File: src/rtl/conv_loop_sequencer.sv
//------------------------------------------------------------------------------
// +--------------------------------------------------------------------------+
// | Module      : conv_loop_sequencer                                        |
// | Description : Runtime-configurable convolution loop-nest sequencer.      |
// |               Walks kh -> kw -> ic_tile -> oc_tile (outer to inner).     |
// |               Each iteration runs one weight-load phase of MAC_COL reads  |
// |               and then one IFMap stream phase of OH*OW reads. Both read  |
// |               streams use a valid/ready handshake.                       |
// | Revision    : 1.0  initial release                                       |
// +--------------------------------------------------------------------------+
// Ports:
//   clk, rstn            clock, asynchronous active-low reset
//   start_in             start pulse, honoured only in IDLE
//   cfg_*_in             loop bounds, stride and IFMap geometry (latched at start)
//   w_ready_in           weight SRAM accepts the current read
//   ifmap_ready_in       IFMap SRAM accepts the current read
//   w_prefetch_out       first cycle of each weight-load phase
//   w_addr_out/_read_en  weight read request
//   ifmap_start_out      first cycle of each stream phase
//   ifmap_addr_out/_en   IFMap read request
//   ofmap_acc_en_out     current pass accumulates into the OFMap
//   busy_out             sequencer not idle
//   cfg_err_out          illegal configuration, coincides with mac_done_out
//   mac_done_out         one-cycle completion pulse
// Optional build macro:
//   SEQ_PERF_CNT_EN      adds perf_cycles_out / perf_stall_out counters
//------------------------------------------------------------------------------
`default_nettype none

module conv_loop_sequencer #(
  parameter int MAC_ROW        = 16,
  parameter int MAC_COL        = 16,
  parameter int W_ADDR_BIT     = 11,
  parameter int IFMAP_ADDR_BIT = 9,
  parameter int CFG_BIT        = 8
) (
  input  logic                      clk,
  input  logic                      rstn,
  input  logic                      start_in,
  input  logic [CFG_BIT-1:0]        cfg_oc_tiles_in,
  input  logic [CFG_BIT-1:0]        cfg_ic_tiles_in,
  input  logic [CFG_BIT-1:0]        cfg_kw_in,
  input  logic [CFG_BIT-1:0]        cfg_kh_in,
  input  logic [CFG_BIT-1:0]        cfg_ow_in,
  input  logic [CFG_BIT-1:0]        cfg_oh_in,
  input  logic [CFG_BIT-1:0]        cfg_iw_in,
  input  logic [CFG_BIT-1:0]        cfg_ih_in,
  input  logic [1:0]                cfg_stride_in,
  input  logic                      w_ready_in,
  input  logic                      ifmap_ready_in,
  output logic                      w_prefetch_out,
  output logic [W_ADDR_BIT-1:0]     w_addr_out,
  output logic                      w_read_en_out,
  output logic                      ifmap_start_out,
  output logic [IFMAP_ADDR_BIT-1:0] ifmap_addr_out,
  output logic                      ifmap_read_en_out,
  output logic                      ofmap_acc_en_out,
  output logic                      busy_out,
  output logic                      cfg_err_out,
`ifdef SEQ_PERF_CNT_EN
  output logic                      mac_done_out,
  output logic [31:0]               perf_cycles_out,
  output logic [31:0]               perf_stall_out
`else
  output logic                      mac_done_out
`endif
);

  // Address arithmetic is done at 32 bits and truncated, so both address
  // widths must be strictly narrower than 32.
  generate
    if (MAC_ROW < 1 || MAC_COL < 1 || W_ADDR_BIT >= 32 || IFMAP_ADDR_BIT >= 32 ||
        W_ADDR_BIT < 1 || IFMAP_ADDR_BIT < 1 || CFG_BIT < 1) begin : g_bad_params
      $error("conv_loop_sequencer: illegal parameter set");
    end
  endgenerate

  localparam int                 COL_W     = $clog2(MAC_COL + 1);
  localparam logic [COL_W-1:0]   COL_LAST  = COL_W'(MAC_COL - 1);
  localparam logic [COL_W-1:0]   COL_ONE   = COL_W'(1);
  localparam logic [CFG_BIT-1:0] CFG_ONE   = CFG_BIT'(1);
  localparam logic [31:0]        MAC_COL_W = 32'(MAC_COL);

  typedef enum logic [1:0] {
    S_IDLE   = 2'd0,
    S_WLOAD  = 2'd1,
    S_STREAM = 2'd2,
    S_DONE   = 2'd3
  } state_e;

  state_e state_q, state_d;

  // Latched configuration
  logic [CFG_BIT-1:0] cfg_oct_q, cfg_oct_d;
  logic [CFG_BIT-1:0] cfg_ict_q, cfg_ict_d;
  logic [CFG_BIT-1:0] cfg_kw_q,  cfg_kw_d;
  logic [CFG_BIT-1:0] cfg_kh_q,  cfg_kh_d;
  logic [CFG_BIT-1:0] cfg_ow_q,  cfg_ow_d;
  logic [CFG_BIT-1:0] cfg_oh_q,  cfg_oh_d;
  logic [CFG_BIT-1:0] cfg_iw_q,  cfg_iw_d;
  logic [CFG_BIT-1:0] cfg_ih_q,  cfg_ih_d;
  logic [1:0]         cfg_s_q,   cfg_s_d;

  // Loop counters
  logic [CFG_BIT-1:0] kh_q, kh_d;
  logic [CFG_BIT-1:0] kw_q, kw_d;
  logic [CFG_BIT-1:0] ic_q, ic_d;
  logic [CFG_BIT-1:0] oc_q, oc_d;
  logic [CFG_BIT-1:0] oh_q, oh_d;
  logic [CFG_BIT-1:0] ow_q, ow_d;
  logic [COL_W-1:0]   col_q, col_d;

  // err_q qualifies the DONE cycle; first_q marks the first cycle of a phase
  // so the prefetch/start pulses do not repeat while the first read stalls.
  logic err_q, err_d;
  logic first_q, first_d;

  logic cfg_zero;
  logic col_last, ow_last, oh_last, oc_last, ic_last, kw_last, kh_last;
  logic final_iter;
  logic in_wload, in_stream;

  assign cfg_zero = (cfg_oc_tiles_in == '0) | (cfg_ic_tiles_in == '0) |
                    (cfg_kw_in == '0) | (cfg_kh_in == '0) |
                    (cfg_ow_in == '0) | (cfg_oh_in == '0) |
                    (cfg_iw_in == '0) | (cfg_ih_in == '0) |
                    (cfg_stride_in == 2'd0);

  assign col_last   = (col_q == COL_LAST);
  assign ow_last    = (ow_q == cfg_ow_q - CFG_ONE);
  assign oh_last    = (oh_q == cfg_oh_q - CFG_ONE);
  assign oc_last    = (oc_q == cfg_oct_q - CFG_ONE);
  assign ic_last    = (ic_q == cfg_ict_q - CFG_ONE);
  assign kw_last    = (kw_q == cfg_kw_q - CFG_ONE);
  assign kh_last    = (kh_q == cfg_kh_q - CFG_ONE);
  assign final_iter = oc_last & ic_last & kw_last & kh_last;

  assign in_wload  = (state_q == S_WLOAD);
  assign in_stream = (state_q == S_STREAM);

  // ---------------------------------------------------------------------------
  // State / counter registers
  // ---------------------------------------------------------------------------
  always_ff @(posedge clk or negedge rstn) begin
    if (!rstn) begin
      state_q   <= S_IDLE;
      cfg_oct_q <= '0;
      cfg_ict_q <= '0;
      cfg_kw_q  <= '0;
      cfg_kh_q  <= '0;
      cfg_ow_q  <= '0;
      cfg_oh_q  <= '0;
      cfg_iw_q  <= '0;
      cfg_ih_q  <= '0;
      cfg_s_q   <= '0;
      kh_q      <= '0;
      kw_q      <= '0;
      ic_q      <= '0;
      oc_q      <= '0;
      oh_q      <= '0;
      ow_q      <= '0;
      col_q     <= '0;
      err_q     <= 1'b0;
      first_q   <= 1'b0;
    end else begin
      state_q   <= state_d;
      cfg_oct_q <= cfg_oct_d;
      cfg_ict_q <= cfg_ict_d;
      cfg_kw_q  <= cfg_kw_d;
      cfg_kh_q  <= cfg_kh_d;
      cfg_ow_q  <= cfg_ow_d;
      cfg_oh_q  <= cfg_oh_d;
      cfg_iw_q  <= cfg_iw_d;
      cfg_ih_q  <= cfg_ih_d;
      cfg_s_q   <= cfg_s_d;
      kh_q      <= kh_d;
      kw_q      <= kw_d;
      ic_q      <= ic_d;
      oc_q      <= oc_d;
      oh_q      <= oh_d;
      ow_q      <= ow_d;
      col_q     <= col_d;
      err_q     <= err_d;
      first_q   <= first_d;
    end
  end

  // ---------------------------------------------------------------------------
  // Next-state logic
  // ---------------------------------------------------------------------------
  always_comb begin
    state_d   = state_q;
    cfg_oct_d = cfg_oct_q;
    cfg_ict_d = cfg_ict_q;
    cfg_kw_d  = cfg_kw_q;
    cfg_kh_d  = cfg_kh_q;
    cfg_ow_d  = cfg_ow_q;
    cfg_oh_d  = cfg_oh_q;
    cfg_iw_d  = cfg_iw_q;
    cfg_ih_d  = cfg_ih_q;
    cfg_s_d   = cfg_s_q;
    kh_d      = kh_q;
    kw_d      = kw_q;
    ic_d      = ic_q;
    oc_d      = oc_q;
    oh_d      = oh_q;
    ow_d      = ow_q;
    col_d     = col_q;
    err_d     = err_q;
    first_d   = 1'b0;

    unique case (state_q)
      S_IDLE: begin
        if (start_in) begin
          cfg_oct_d = cfg_oc_tiles_in;
          cfg_ict_d = cfg_ic_tiles_in;
          cfg_kw_d  = cfg_kw_in;
          cfg_kh_d  = cfg_kh_in;
          cfg_ow_d  = cfg_ow_in;
          cfg_oh_d  = cfg_oh_in;
          cfg_iw_d  = cfg_iw_in;
          cfg_ih_d  = cfg_ih_in;
          cfg_s_d   = cfg_stride_in;
          kh_d      = '0;
          kw_d      = '0;
          ic_d      = '0;
          oc_d      = '0;
          oh_d      = '0;
          ow_d      = '0;
          col_d     = '0;
          err_d     = cfg_zero;
          if (cfg_zero) begin
            state_d = S_DONE;
          end else begin
            state_d = S_WLOAD;
            first_d = 1'b1;
          end
        end
      end

      S_WLOAD: begin
        if (w_ready_in) begin
          if (col_last) begin
            col_d   = '0;
            state_d = S_STREAM;
            first_d = 1'b1;
          end else begin
            col_d = col_q + COL_ONE;
          end
        end
      end

      S_STREAM: begin
        if (ifmap_ready_in) begin
          if (!ow_last) begin
            ow_d = ow_q + CFG_ONE;
          end else begin
            ow_d = '0;
            if (!oh_last) begin
              oh_d = oh_q + CFG_ONE;
            end else begin
              oh_d = '0;
              if (final_iter) begin
                state_d = S_DONE;
              end else begin
                state_d = S_WLOAD;
                first_d = 1'b1;
                // Odometer advance, oc_t innermost
                if (!oc_last) begin
                  oc_d = oc_q + CFG_ONE;
                end else begin
                  oc_d = '0;
                  if (!ic_last) begin
                    ic_d = ic_q + CFG_ONE;
                  end else begin
                    ic_d = '0;
                    if (!kw_last) begin
                      kw_d = kw_q + CFG_ONE;
                    end else begin
                      kw_d = '0;
                      kh_d = kh_q + CFG_ONE;
                    end
                  end
                end
              end
            end
          end
        end
      end

      S_DONE: begin
        // start_in is deliberately not looked at here
        state_d = S_IDLE;
      end

      default: begin
        state_d = S_IDLE;
      end
    endcase
  end

  // ---------------------------------------------------------------------------
  // Address generation (32-bit unsigned, truncated at the port)
  // ---------------------------------------------------------------------------
  logic [31:0] w_addr_full;
  logic [31:0] ifmap_addr_full;
  logic        unused_addr_hi;

  assign w_addr_full =
    ((((32'(kh_q) * 32'(cfg_kw_q)) + 32'(kw_q)) * 32'(cfg_ict_q) + 32'(ic_q))
      * 32'(cfg_oct_q) + 32'(oc_q)) * MAC_COL_W + 32'(col_q);

  assign ifmap_addr_full =
    32'(ic_q) * 32'(cfg_ih_q) * 32'(cfg_iw_q) +
    (32'(oh_q) * 32'(cfg_s_q) + 32'(kh_q)) * 32'(cfg_iw_q) +
    (32'(ow_q) * 32'(cfg_s_q) + 32'(kw_q));

  assign unused_addr_hi = ^{w_addr_full[31:W_ADDR_BIT], ifmap_addr_full[31:IFMAP_ADDR_BIT]};

  // ---------------------------------------------------------------------------
  // Outputs (decoded from registered state, so all are 0 in IDLE / reset)
  // ---------------------------------------------------------------------------
  assign busy_out          = (state_q != S_IDLE);
  assign w_read_en_out     = in_wload;
  assign w_prefetch_out    = in_wload & first_q;
  assign w_addr_out        = in_wload ? w_addr_full[W_ADDR_BIT-1:0] : '0;
  assign ifmap_read_en_out = in_stream;
  assign ifmap_start_out   = in_stream & first_q;
  assign ifmap_addr_out    = in_stream ? ifmap_addr_full[IFMAP_ADDR_BIT-1:0] : '0;
  assign ofmap_acc_en_out  = in_stream & ((kh_q | kw_q | ic_q) != '0);
  assign mac_done_out      = (state_q == S_DONE);
  assign cfg_err_out       = (state_q == S_DONE) & err_q;

`ifdef SEQ_PERF_CNT_EN
  // ---------------------------------------------------------------------------
  // Performance counters
  // ---------------------------------------------------------------------------
  logic [31:0] perf_cycles_q;
  logic [31:0] perf_stall_q;
  logic        stall_now;

  assign stall_now = (in_wload & ~w_ready_in) | (in_stream & ~ifmap_ready_in);

  always_ff @(posedge clk or negedge rstn) begin
    if (!rstn) begin
      perf_cycles_q <= '0;
      perf_stall_q  <= '0;
    end else if ((state_q == S_IDLE) && start_in) begin
      perf_cycles_q <= '0;
      perf_stall_q  <= '0;
    end else begin
      if (busy_out) begin
        perf_cycles_q <= perf_cycles_q + 32'd1;
      end
      if (stall_now) begin
        perf_stall_q <= perf_stall_q + 32'd1;
      end
    end
  end

  assign perf_cycles_out = perf_cycles_q;
  assign perf_stall_out  = perf_stall_q;
`endif

endmodule

`default_nettype wire

File: config.mk
export PLATFORM = sky130hd
export DESIGN_NAME = conv_loop_sequencer
export DESIGN_NICKNAME = d
export VERILOG_FILES = /design/src/rtl/conv_loop_sequencer.sv
export SDC_FILE = /design/constraint.sdc
export NUM_CORES = 1
export LEC_CHECK = 0
export CORE_AREA = 5 5 167 169
export DETAILED_ROUTE_END_ITERATION = 16
export DIE_AREA = 0 0 172 174
export PLACE_DENSITY_LB_ADDON = 0.25
export SYNTH_ARGS = -nofsm -noshare
export SYNTH_HDL_FRONTEND = slang
export SYNTH_SLANG_ARGS = --single-unit
File: constraint.sdc
create_clock -name clk -period 13.08 [get_ports clk]
set_clock_uncertainty 0.1 [all_clocks]
set_input_delay 2.616 -clock clk [delete_from_list [all_inputs] [get_ports clk]]
set_output_delay 2.616 -clock clk [all_outputs]
set_load 0.02 [all_outputs]
### Yosys cells after proc, flatten, opt, wreduce, memory -nomap -nowiden

Cells that the tools add are included.

| storage, ports and cells | value |
|---|---|
| register bits | 123 |
| latch bits | 0 |
| bits in writable memories | 0 |
| bits in read-only memories | 0 |
| output and inout bits | 28 |
| word-level logic and storage cells | 169 |
| memories kept | 0 |

| operators by class | value |
|---|---|
| $add $sub $neg | 21 |
| multipliers | 8 |
| divide/modulo/power cells | 0 |
| $lt $le $gt $ge | 0 |
| equality and inequality tests | 20 |
| shift-type cells | 0 |
| mux-type cells | 61 |
| bitwise gates (word level) | 17 |
| reduce and logical (&&, ||, !) cells | 23 |

Operators by type and width:

| kind | count |
|---|---|
| $mux 8 | 31 |
| $pmux 8 s2 | 6 |
| $logic_not 8->1 | 8 |
| $add 8x1->8 const B | 6 |
| $eq 8x8->1 | 6 |
| $sub 8x1->8 const B | 6 |
| $mul 8x8->16 | 2 |
| $add 25x8->26 | 1 |
| $mul 26x8->7 | 1 |
| $mul 17x8->25 | 1 |
| $ne 2x2->1 const B | 10 |
| $add 9x9->9 | 2 |
| $add 16x8->17 | 1 |
| $mul 16x8->9 | 1 |
| $mux 2 | 8 |
| $or 8x8->8 | 2 |
| $mux 5 | 3 |
| $reduce_and 6->1 | 2 |
| $add 10x8->11 | 1 |
| $add 11x5->11 | 1 |
| $mul 11x8->9 | 1 |
| $mux 11 | 1 |
| $mul 8x2->10 | 1 |
| $pmux 5 s2 | 1 |
| 22 further kinds | 47 |

### Longest topological paths before layout

Gate-level depths: netlist of run 1.

| logic depth | value |
|---|---|
| word-level depth | 12 |
| depth in mapped cells | 33 |
| gate-level depth less buffers | 32 |

### Least setup slack after synthesis of run 1

No wires, ideal clock.

| timing | value |
|---|---|
| kind | flip-flop to output port |
| start | register kh_q[2] |
| end | output port w_addr_out[10] |
| arrival | 8.805 ns |
| required time | 10.364 ns |
| setup slack | 1.559 ns |
| stages on the path, launching flop included | 33 |
| path buffers | 1 |
| path through | dfrtp_1 clkbuf_1 nand2_1 fa_1 inv_1 ha_1 ha_1 inv_1 fa_1 inv_1 ha_1 fa_1 and2_1 fa_1 inv_1 fa_1 inv_1 ha_1 fa_1 fa_1 nand2_1 fa_1 inv_1 ha_1 fa_1 fa_1 ha_1 a21oi_1 xnor2_1 xnor2_1 xnor2_1 xnor2_1 nor2_1 |

| on the way | value |
|---|---|
| word-level cells in the longest chain between the ends | 8 |

RTL lines:

| what | line | RTL |
|---|---|---|
| start: declaration | 105 | `logic [CFG_BIT-1:0] kh_q, kh_d;` |
| start signal: assignment | 176 | `kh_q <= kh_d;` |
| $mul 8x8->16 | 310 | `((((32'(kh_q) * 32'(cfg_kw_q)) + 32'(kw_q)) * 32'(cfg_ict_q) + 32'(ic_q))` |
| $add 16x8->17 | 310 |  |
| $mul 17x8->25 | 310 |  |
| $add 25x8->26 | 310 |  |
| $mul 26x8->7 | 311 | `* 32'(cfg_oct_q) + 32'(oc_q)) * MAC_COL_W + 32'(col_q);` |
| $add 7x7->7 | 311 |  |
| $add 11x5->11 | 311 |  |
| $mux 11 | 326 | `assign w_addr_out = in_wload ? w_addr_full[W_ADDR_BIT-1:0] : '0;` |
| end: declaration | 52 | `output logic [W_ADDR_BIT-1:0] w_addr_out,` |

Every way passes these cells.

### Worst setup path after layout of run 1

Ends and elaborated chain as after synthesis.

==> results.json, run 1 <==
{
  "status": "completed",
  "yosys_warnings": 0,
  "cts.repair.resized": 0,
  "mostFrequentLayoutCells": "nand2_1 (355), inv_1 (207), fa_1 (129)",
  "switching_share": 0.4599,
  "core.rowCount": 60,
  "startpoint": "kh_q[2]$_DFFE_PN0P_",
  "reg2reg_depth": 10,
  "critPathMaxStageDelay_ns": 0.61,
  "cts-root-buf": "clkbuf_16",
  "h-tree-depth": 4,
  "drt-pass1-iter-count": 5,
  "initial_core_util": 0.5523,
  "crit_fanout": 12,
  "fin_crit_sh": 0.9641,
  "p_clk_frac": 0.206,
  "cp.required_ns": 10.36,
  "setup_viol": 0,
  "synth_cell_types": 79,
  "drtAntennaViolNets": 0,
  "vias": 11910,
  "syn_area_mm2": 0.01459,
  "coreArea_mm2": 0.02643,
  "layout_setup_ws_ns": 0.4702,
  "grt_usage": 0.2599,
  "fmax_mhz": 79.30,
  "die-width_um": 172,
  "final_nets": 2089,
  "drive_gt1_frac": 0.03710,
  "crit_top_cell": "fa_1",
  "insertion_delay_ns": 0.43,
  "fp.dieArea_mm2": 0.02993,
  "p_seq_frac": 0.303,
  "io_buffers": 98,
  "grt_pass1_wl_mm": 62.33,
  "drt_iter0_markers": 665,
  "numCtsBuffers": 17,
  "ys_seq_area_frac": 0.2109,
  "grt_max_degree": 73,
  "maxCapViolCount": 0,
  "power_switching_mw": 1.168,
  "synth_flop_cell": "dfrtp_1",
  "place_hpwl_mm": 29.09,
  "clk_pin_slew_ns": 0.07,
  "slew_headroom": 0.3572,
  "synth_seq_cells": 123,
  "hold_ws_ns": 0.3962,
  "antenna_found_initial": 0,
  "detailedPlace.worstSlack_ns": 0.8924,
  "wire_per_inst_um": 17.68,
  "rsz0062_at_grt": "false",
  "hold_path_class": "register to register",
  "gr-total-overflow": 0,
  "hold_viol_final": 0,
  "crit_arrival_ns": 9.89,
  "r2r_slack_ns": 8.32,
  "worst_slew_pin_slew_ns": 0.9606,
  "final_common_cell": "nand2_1",
  "crit_cells": 32,
  "gp_congestion": 0.9098,
  "irDropWorstVdd_mv": 0.1007,
  "cts_tree": "done",
  "synth-edff-count": 0,
  "ios": 99,
  "crit_end": "w_addr_out[10]",
  "worstSetupEndpointType": "output port",
  "r2r-start": "state_q[0]$_DFFE_PN0P_",
  "cpMaxStageDelayCell": "clkdlybuf4s50_1",
  "drcViolationCount": 0,
  "critPathBufInv": 7,
  "cts_buffer_depth": 2,
  "p_int_mw": 1.372,
  "r2r_end": "kh_q[7]$_DFFE_PN0P_",
  "slew_viol_final": 0,
  "fin_util": 0.6185,
  "synthToLayoutAreaGrowth_pct": 11.99,
  "critical_path_class": "register to output port",
  "cp_top_family": "adder cells",
  "ys_async_sr_fraction": 1.000,
  "p_leak_nw": 8.012,
  "drt-vias-per-instance": 5.617,
  "power_density_mw_per_mm2": 155.4,
  "cts.sinks": 123,
  "syn-num-nets": 2041,
  "wirelength_mm": 37.48,
  "finalSetupTns_ns": 0,
  "diodes": 0,
  "die_y_um": 174,
  "finalCriticalPeriod_ns": 12.61,
  "first_global_vias": 12300,
  "power_frac_comb": 0.491,
  "start_kind": "register",
  "holdBufCountCts": 0,
  "cts_setup_buffers": 0,
  "postSynthAreaPerCell_um2": 8.490,
  "syn_inst": 1719
}
-- cells by family after synthesis --
logic type      share of synthesized area
buf+inv                           0.07673
mux                              0.006945
flops                              0.2109
xor+xnor                           0.1021
fa+ha+maj                          0.2816
simple gates                       0.2379
compound gates                    0.08385
-- sequential cells by signal, indices dropped and copies added (netlist names), 2 cells and up --
signal     cells
cfg_ih_q       8
cfg_ow_q       8
cfg_oh_q       8
cfg_iw_q       8
col_q          5
cfg_kw_q       8
cfg_oct_q      8
kw_q           8
cfg_s_q        2
cfg_kh_q       8
state_q        2
oh_q           8
ow_q           8
kh_q           8
cfg_ict_q      8
ic_q           8
oc_q           8
-- synth_stat cells (3+ instances only) --
cell type | count | area (µm²)
nor4_1 | 35 | 219.0
o2bb2ai_1 | 4 | 35.03
o31ai_1 | 15 | 112.6
o22ai_1 | 4 | 25.02
buf_6 | 4 | 45.04
inv_1 | 207 | 777.0
nand3_1 | 33 | 165.2
and2_1 | 109 | 681.9
xnor3_1 | 4 | 90.09
a211o_1 | 7 | 61.31
o21ai_1 | 4 | 20.02
o21a_1 | 3 | 22.52
nand4_1 | 14 | 87.58
or3_1 | 3 | 18.77
o21bai_1 | 6 | 45.04
nand2b_1 | 8 | 50.05
ha_1 | 122 | 1526
and3_1 | 36 | 225.2
nand2_1 | 356 | 1336
buf_4 | 3 | 22.52
clkbuf_1 | 52 | 195.2
nor2b_1 | 8 | 50.05
buf_1 | 4 | 15.01
dfrtp_1 | 123 | 3078
a21o_1 | 13 | 97.59
mux2i_1 | 9 | 90.09
o21ai_0 | 58 | 290.3
and4_1 | 4 | 35.03
fa_1 | 129 | 2582
nor3_1 | 16 | 80.08
xor2_1 | 48 | 420.4
a31oi_1 | 6 | 37.54
nand4b_1 | 3 | 26.28
a21oi_1 | 32 | 160.2
a211oi_1 | 4 | 30.03
buf_2 | 13 | 65.06
xnor2_1 | 110 | 963.4
nor2_1 | 55 | 206.5
nor3_2 | 3 | 30.03
-- power by group through the flow --
stage,clock [mW],sequential (mW),combinational (mW)
finish,0.522,0.771,1.25
global route,0.546,0.799,1.41
global placement,0,0.765,1.21
floorplan,0,0.605,1.04
detailed placement,0,0.772,1.25
CTS,0.528,0.767,1.26
-- metrics by stage --
stage	power (mW)	std cells	instance area, µm²
global placement	1.978	2089	15710
global route	2.758	2120	16340
finish	2.540	2120	16340
detailed placement	2.018	2089	15710
CTS	2.550	2120	16340
floorplan	1.648	1719	14590
-- worst reg2reg max path, delay by kind of cell, from the launching register on --
kind	cells	cell delay [ns]
compound gates	3	1.10
buf+inv	3	0.84
flops	1	0.68
simple gates	4	1.94
-- area by class of cell --
class / instances / area (µm²)
clock buffer: 17 / 425.4
clock inverter: 14 / 206.4
fill: 2330 / 10080
multi-input combinational: 1313 / 10400
tap: 341 / 426.7
timing repair buffer: 105 / 1031
inverter: 207 / 777.0
sequential: 123 / 3078
-- how the worst min path moves through the flow --
stage                                  startpoint                 endpoint  slack, ns  depth (start not counted)
after global routing      cfg_oh_q[7]$_DFFE_PN0P_  cfg_oh_q[7]$_DFFE_PN0P_       0.44                          2
after detailed placement  cfg_ow_q[7]$_DFFE_PN0P_  cfg_ow_q[7]$_DFFE_PN0P_       0.39                          2
after global placement    cfg_oh_q[7]$_DFFE_PN0P_  cfg_oh_q[7]$_DFFE_PN0P_       0.38                          2
after CTS                 cfg_ow_q[7]$_DFFE_PN0P_  cfg_ow_q[7]$_DFFE_PN0P_       0.40                          2
final                     cfg_ow_q[7]$_DFFE_PN0P_  cfg_ow_q[7]$_DFFE_PN0P_       0.40                          2
after floorplan           cfg_ih_q[7]$_DFFE_PN0P_  cfg_ih_q[7]$_DFFE_PN0P_       0.36                          2
-- layer usage --
layer  global-route usage  up-vias  wire length (µm)  share of wire
met4              0.07435        0               880          0.023
met3              0.03707       56              1596          0.043
li1                     -     5646                 -              -
met1               0.3322     5887             15810           0.42
met5                    0        -                 0              0
met2               0.4567      319             19190           0.51
Note: power is estimated with default switching activity, not from simulation.
==> run 2: changes to the inputs <==
--- a/config.mk
+++ b/config.mk
@@ -6,6 +6,7 @@
 export NUM_CORES = 1
 export LEC_CHECK = 0
 export CORE_AREA = 5 5 167 169
+export CTS_BUF_LIST = sky130_fd_sc_hd__clkbuf_4 sky130_fd_sc_hd__clkbuf_8 sky130_fd_sc_hd__clkbuf_16
 export DETAILED_ROUTE_END_ITERATION = 16
 export DIE_AREA = 0 0 172 174
 export PLACE_DENSITY_LB_ADDON = 0.25
==> constraint.sdc (replaced) <==
create_clock -name clk -period 16.4 [get_ports clk]
set_clock_uncertainty 0.1 [all_clocks]
set_input_delay 3.28 -clock clk [delete_from_list [all_inputs] [get_ports clk]]
set_output_delay 3.28 -clock clk [all_outputs]
set_load 0.02 [all_outputs]
==> run 2 against run 1 <==
Die area unchanged. Count of clock-buffer cells in the layout did not move. Sequential power is 20% lower. Critical path type unchanged. First-iteration DRC count increased by 36%. Critical path depth unchanged. Non-clock buffer count shrank 1. Worst setup slack better by 2.6 ns. Largest cell class unchanged. Largest power group unchanged. Flip-flop and latch count is the same. Power decreased by 21%. Hold slack got worse by 0.0041 ns. Utilization shrank 0.11 points.
==> results.json, run 2 (same netlist as run 1, synthesis figures left out) <==
{
  "cts.sinks": 123,
  "placedCellCount": 2088,
  "h-tree-depth": 4,
  "crit_top_cell": "fa_1",
  "final_common_cell": "nand2_1",
  "irDropWorstVdd_mv": 0.08988,
  "stdcell_count": 2119,
  "cts-root-buf": "clkbuf_16",
  "cpMaxStageDelayCell": "clkdlybuf4s50_1",
  "worstSetupEndpointType": "output port",
  "grt_usage": 0.2617,
  "synthToLayoutAreaGrowth_pct": 11.79,
  "coreArea_mm2": 0.02643,
  "power.total_mw": 2.018,
  "numCtsBuffers": 17,
  "drcViolationCount": 0,
  "drtAntennaViolNets": 0,
  "crit_fanout": 12,
  "met3_usage": 0.03753,
  "ios": 99,
  "gp_congestion": 0.9089,
  "antenna_found_initial": 0,
  "layout_setup_ws_ns": 3.093,
  "place_area_mm2": 0.01571,
  "maxCapViolCount": 0,
  "slew_headroom": 0.2886,
  "wirelength_mm": 37.57,
  "start_kind": "register",
  "cts.repair.resized": 0,
  "fin_crit_sh": 0.8114,
  "die_y_um": 174,
  "slew_viol_final": 0,
  "core.rowCount": 60,
  "holdBufCountCts": 0,
  "grt.met1_usage": 0.3405,
  "cp.required_ns": 13.02,
  "use_met2": 0.4523,
  "power_density_mw_per_mm2": 123.7,
  "io_buffers": 98,
  "p_leak_nw": 7.999,
  "stdcell_area_mm2": 0.01631,
  "critPathMaxStageDelay_ns": 0.62,
  "drt_iter0_markers": 903,
  "detailedPlace.worstSlack_ns": 3.539,
  "gr-total-overflow": 0,
  "critical_path_class": "register to output port",
  "die-width_um": 172,
  "cts_tree": "done",
  "clk_pin_slew_ns": 0.06,
  "first_global_vias": 12340,
  "initial_core_util": 0.5523,
  "diodes": 0,
  "finalCriticalPeriod_ns": 13.31,
  "insertion_delay_ns": 0.44,
  "vias": 11920,
  "rsz0062_at_grt": "false",
  "cts_setup_buffers": 0,
  "crit_arrival_ns": 9.93,
  "final_nets": 2088,
  "drt-pass1-iter-count": 7,
  "setup_viol": 0,
  "worst_slew_pin_slew_ns": 1.067,
  "grt.busiest_layer": "met2",
  "grt_pass1_wl_mm": 62.99,
  "hold_viol_final": 0,
  "drt-vias-per-instance": 5.624,
  "fp.dieArea_mm2": 0.02993,
  "cts_buffer_depth": 2,
  "grt_max_degree": 83,
  "fmax_mhz": 75.15,
  "status": "completed",
  "hold_path_class": "register to register",
  "finalSetupTns_ns": 0,
  "mostFrequentLayoutCells": "nand2_1 (355), inv_1 (207), fa_1 (129)",
  "num-fill-cells": 2315,
  "wire_per_inst_um": 17.73,
  "place_hpwl_mm": 29.06,
  "drive_gt1_frac": 0.03656
}
==> run 2: changes by cell type in the layout (fill, tap and decap cells not counted) <==
cell / previous run / this run
buf_4: 8 / 7
bufinv_16: 4 / 3
clkinv_2: 0 / 1
clkinv_4: 4 / 1
inv_6: 5 / 7
inv_8: 0 / 1
==> run 2: final cells by class <==
cell class / instances / area (µm²) / share of cell area
Clock buffer: 17 / 425.4 / 0.02608
Sequential cell: 123 / 3078 / 0.1887
Timing Repair Buffer: 104 / 1023 / 0.06273
Clock inverter: 14 / 183.9 / 0.01127
Tap cell: 341 / 426.7 / 0.02615
Inverter: 207 / 777.0 / 0.04763
Multi-Input combinational cell: 1313 / 10400 / 0.6375
==> run 2: power breakdown <==
part | internal, mW | switching (mW)
Sequential | 0.399 | 0.215
Clock | 0.243 | 0.167
Combinational | 0.438 | 0.557
Total | 1.08 | 0.939
==> run 2: critical path, delay by kind of cell, from the launching register on <==
kind                     cells  cell delay (ns)
adder cells (fa/ha/maj)     16             6.78
buffers and inverters        7             0.89
flip-flops                   1             0.57
XOR/XNOR                     4             0.57
AND/OR/NAND/NOR              4             0.49
AO/OA/AOI/OAI                1             0.18
==> run 2: layer usage <==
metal  routed length, µm  vias up  part of all wire
li1                    -     5650                 -
met1               15960     5880              0.42
met3                1617       70             0.043
met4                1003        0             0.027
met5                   0        -                 0
met2               18990      317              0.51
==> run 2: final timing paths <==
path | to | cells past startpoint | slack, ns | startpoint
max | w_addr_out[10] | 32 | 3.09 | kh_q[2]$_DFFE_PN0P_
min | cfg_ow_q[7]$_DFFE_PN0P_ | 2 | 0.39 | cfg_ow_q[7]$_DFFE_PN0P_
max reg2reg | kh_q[7]$_DFFE_PN0P_ | 10 | 11.67 | state_q[0]$_DFFE_PN0P_
min reg2reg | cfg_ow_q[7]$_DFFE_PN0P_ | 2 | 0.39 | cfg_ow_q[7]$_DFFE_PN0P_
max in group asynchronous | cfg_ih_q[1]$_DFFE_PN0P_ | 2 | 12.07 | rstn
min in group asynchronous | cfg_oh_q[6]$_DFFE_PN0P_ | 1 | 2.91 | rstn
==> run 2: metrics by stage <==
step | utilization | hold WS [ns]
floorplan | - | 0.3604
global placement | 0.5943 | 0.3778
detailed placement | 0.5943 | 0.3840
CTS | 0.6174 | 0.3998
global route | 0.6174 | 0.4444
finish | 0.6174 | 0.3921
==> run 3: changes to the inputs <==
==> constraint.sdc (replaced) <==
create_clock -name clk -period 12.9 [get_ports clk]
set_clock_uncertainty 0.1 [all_clocks]
set_input_delay 2.58 -clock clk [delete_from_list [all_inputs] [get_ports clk]]
set_output_delay 2.58 -clock clk [all_outputs]
set_load 0.02 [all_outputs]
==> run 3 against run 2 <==
Global-route usage decreased by 0.17 points. Highest routed layer unchanged. Register-to-register slack got worse by 3.6 ns. Power increased by 26%.
==> results.json, run 3 (same netlist as run 1, synthesis figures left out) <==
{
  "power_frac_comb": 0.498,
  "slew_viol_final": 0,
  "r2r_slack_ns": 8.11,
  "holdBufCountCts": 0,
  "insertion_delay_ns": 0.44,
  "r2r_end": "kh_q[7]$_DFFE_PN0P_",
  "p_clk_frac": 0.194,
  "multi_input_area_mm2": 0.01040,
  "hold_depth": 2,
  "wirelength_mm": 37.49,
  "final_common_cell": "nand2_1",
  "antenna_found_initial": 0,
  "gp_congestion": 0.9122,
  "switching_share": 0.4724,
  "rsz0062_at_grt": "false",
  "holdPathEnd": "cfg_ow_q[7]$_DFFE_PN0P_",
  "irDropWorstVdd_mv": 0.1300,
  "start_kind": "register",
  "worst_slew_pin_slew_ns": 1.059,
  "fin_crit_sh": 0.9446,
  "cts.sinks": 123,
  "grt_usage": 0.2601,
  "highest_layer": "met4",
  "drt-pass1-iter-count": 5,
  "gr-total-overflow": 0,
  "numCtsBuffers": 17,
  "placedCellCount": 2089,
  "drt_iter0_markers": 876,
  "drcViolationCount": 0,
  "hold_start": "cfg_ow_q[7]$_DFFE_PN0P_",
  "cts_tree": "done",
  "num-fill-cells": 2329,
  "wl_met2_mm": 18.90,
  "hold_viol_final": 0,
  "mostFrequentLayoutCells": "nand2_1 (355), inv_1 (207), fa_1 (129)",
  "ios": 99,
  "wl_met1_mm": 15.39,
  "finalSetupTns_ns": 0,
  "cts_buffer_depth": 2,
  "stdcell_count": 2121,
  "hold_path_class": "register to register",
  "p_int_mw": 1.337,
  "drive_gt1_frac": 0.03876,
  "worstSetupEndpointType": "output port",
  "p_leak_nw": 8.013,
  "coreArea_mm2": 0.02643,
  "die-width_um": 172,
  "fin_util": 0.6169,
  "crit_fanout": 7,
  "cts-root-buf": "clkbuf_16",
  "maxCapViolCount": 0,
  "crit_arrival_ns": 9.51,
  "core.rowCount": 60,
  "grt_pass1_wl_mm": 62.65,
  "slew_headroom": 0.2937,
  "final_nets": 2089,
  "power_density_mw_per_mm2": 155.5,
  "register_area_mm2": 0.003080,
  "initial_core_util": 0.5523,
  "critPathMaxStageDelay_ns": 0.60,
  "h-tree-depth": 4,
  "place_hpwl_mm": 28.89,
  "fmax_mhz": 82.06,
  "power.total_mw": 2.534,
  "reg2reg_depth": 10,
  "p_seq_frac": 0.308,
  "critical_path_class": "register to output port",
  "clk_pin_slew_ns": 0.06,
  "diodes": 0,
  "route.met3.wl_mm": 1.820,
  "fp.dieArea_mm2": 0.02993,
  "die_y_um": 174,
  "cpMaxStageDelayCell": "fa_1",
  "drt-vias-per-instance": 5.623,
  "grt_max_degree": 83,
  "power_switching_mw": 1.197,
  "setup_viol": 0,
  "vias": 11930,
  "wire_per_inst_um": 17.67,
  "crit_top_cell": "fa_1",
  "drtAntennaViolNets": 0,
  "cp.required_ns": 10.22,
  "first_global_vias": 12430,
  "status": "completed",
  "synthToLayoutAreaGrowth_pct": 11.69,
  "io_buffers": 98,
  "finalCriticalPeriod_ns": 12.19,
  "r2r-start": "state_q[0]$_DFFE_PN0P_"
}
## run 3: cell types whose count changed in the layout (fill, tap and decap cells not counted), moves of 2 or more
cell       before  now
inv_6           7    3
inv_8           1    5
clkinv_4        1    4
bufinv_16       3    1
dfrtp_1       123  121
dfrtp_2         0    2
## run 3: critical path, delay by kind of cell, from the launching register on
family,cells,cell delay (ns)
AOI/OAI and AO/OA,1,0.18
xor gates and xnor gates,4,0.56
adders and majority gates,16,6.84
buffers and inverters,8,0.67
DFF,1,0.45
and+or+nand+nor,3,0.37
## run 3: how the worst max path moves through the flow
stage,endpoint,slack [ns],depth (start not counted),start
2_1_floorplan,w_addr_out[10],1.42,32,kh_q[2]$_DFFE_PN0P_
3_3_place_gp,w_addr_out[10],0.83,32,kh_q[2]$_DFFE_PN0P_
3_5_place_dp,w_addr_out[10],0.75,32,kh_q[2]$_DFFE_PN0P_
4_1_cts,w_addr_out[10],0.25,32,kh_q[2]$_DFFE_PN0P_
5_1_grt,w_addr_out[9],0.18,29,kw_q[3]$_DFFE_PN0P_
6_report,w_addr_out[10],0.71,32,kw_q[3]$_DFFE_PN0P_
## run 3: layout make-up
cell class	count	share of cell area
Clock buffer	17	0.02610
Timing Repair Buffer	105	0.06340
Inverter	207	0.04767
Clock inverter	15	0.009671
Multi-Input combinational cell	1313	0.6380
Sequential cell	123	0.1890
Tap cell	341	0.02617
## run 3: metal layers
layer,vias up,track usage
li1,5665,-
met1,5854,0.3306
met2,327,0.4500
met3,80,0.03821
met4,0,0.09106
met5,-,0
## run 3: metrics by stage
step / setup WS [ns] / cell area [µm²] / hold WS (ns)
after floorplan: 1.415 / 14590 / 0.3604
after global placement: 0.8264 / 15710 / 0.3778
after detailed placement: 0.7477 / 15710 / 0.3864
after CTS: 0.2515 / 16300 / 0.4015
after global routing: 0.1804 / 16300 / 0.4408
final: 0.7145 / 16300 / 0.3949
## run 3: power by group through the flow
stage                     Combinational [mW]  Sequential (mW)  Clock, mW
after global placement                  1.23            0.774          0
final                                   1.26            0.780      0.492
after CTS                               1.27            0.774      0.496
after detailed placement                1.26            0.780          0
after floorplan                         1.06            0.614          0
after global routing                    1.44            0.806      0.513
## run 3: repair_timing
action	4_1_cts	5_1_grt
gates resized for setup	0	3
endpoints found under the hold margin	0	0
endpoints found under the setup margin	0	1
buffers inserted	0	0
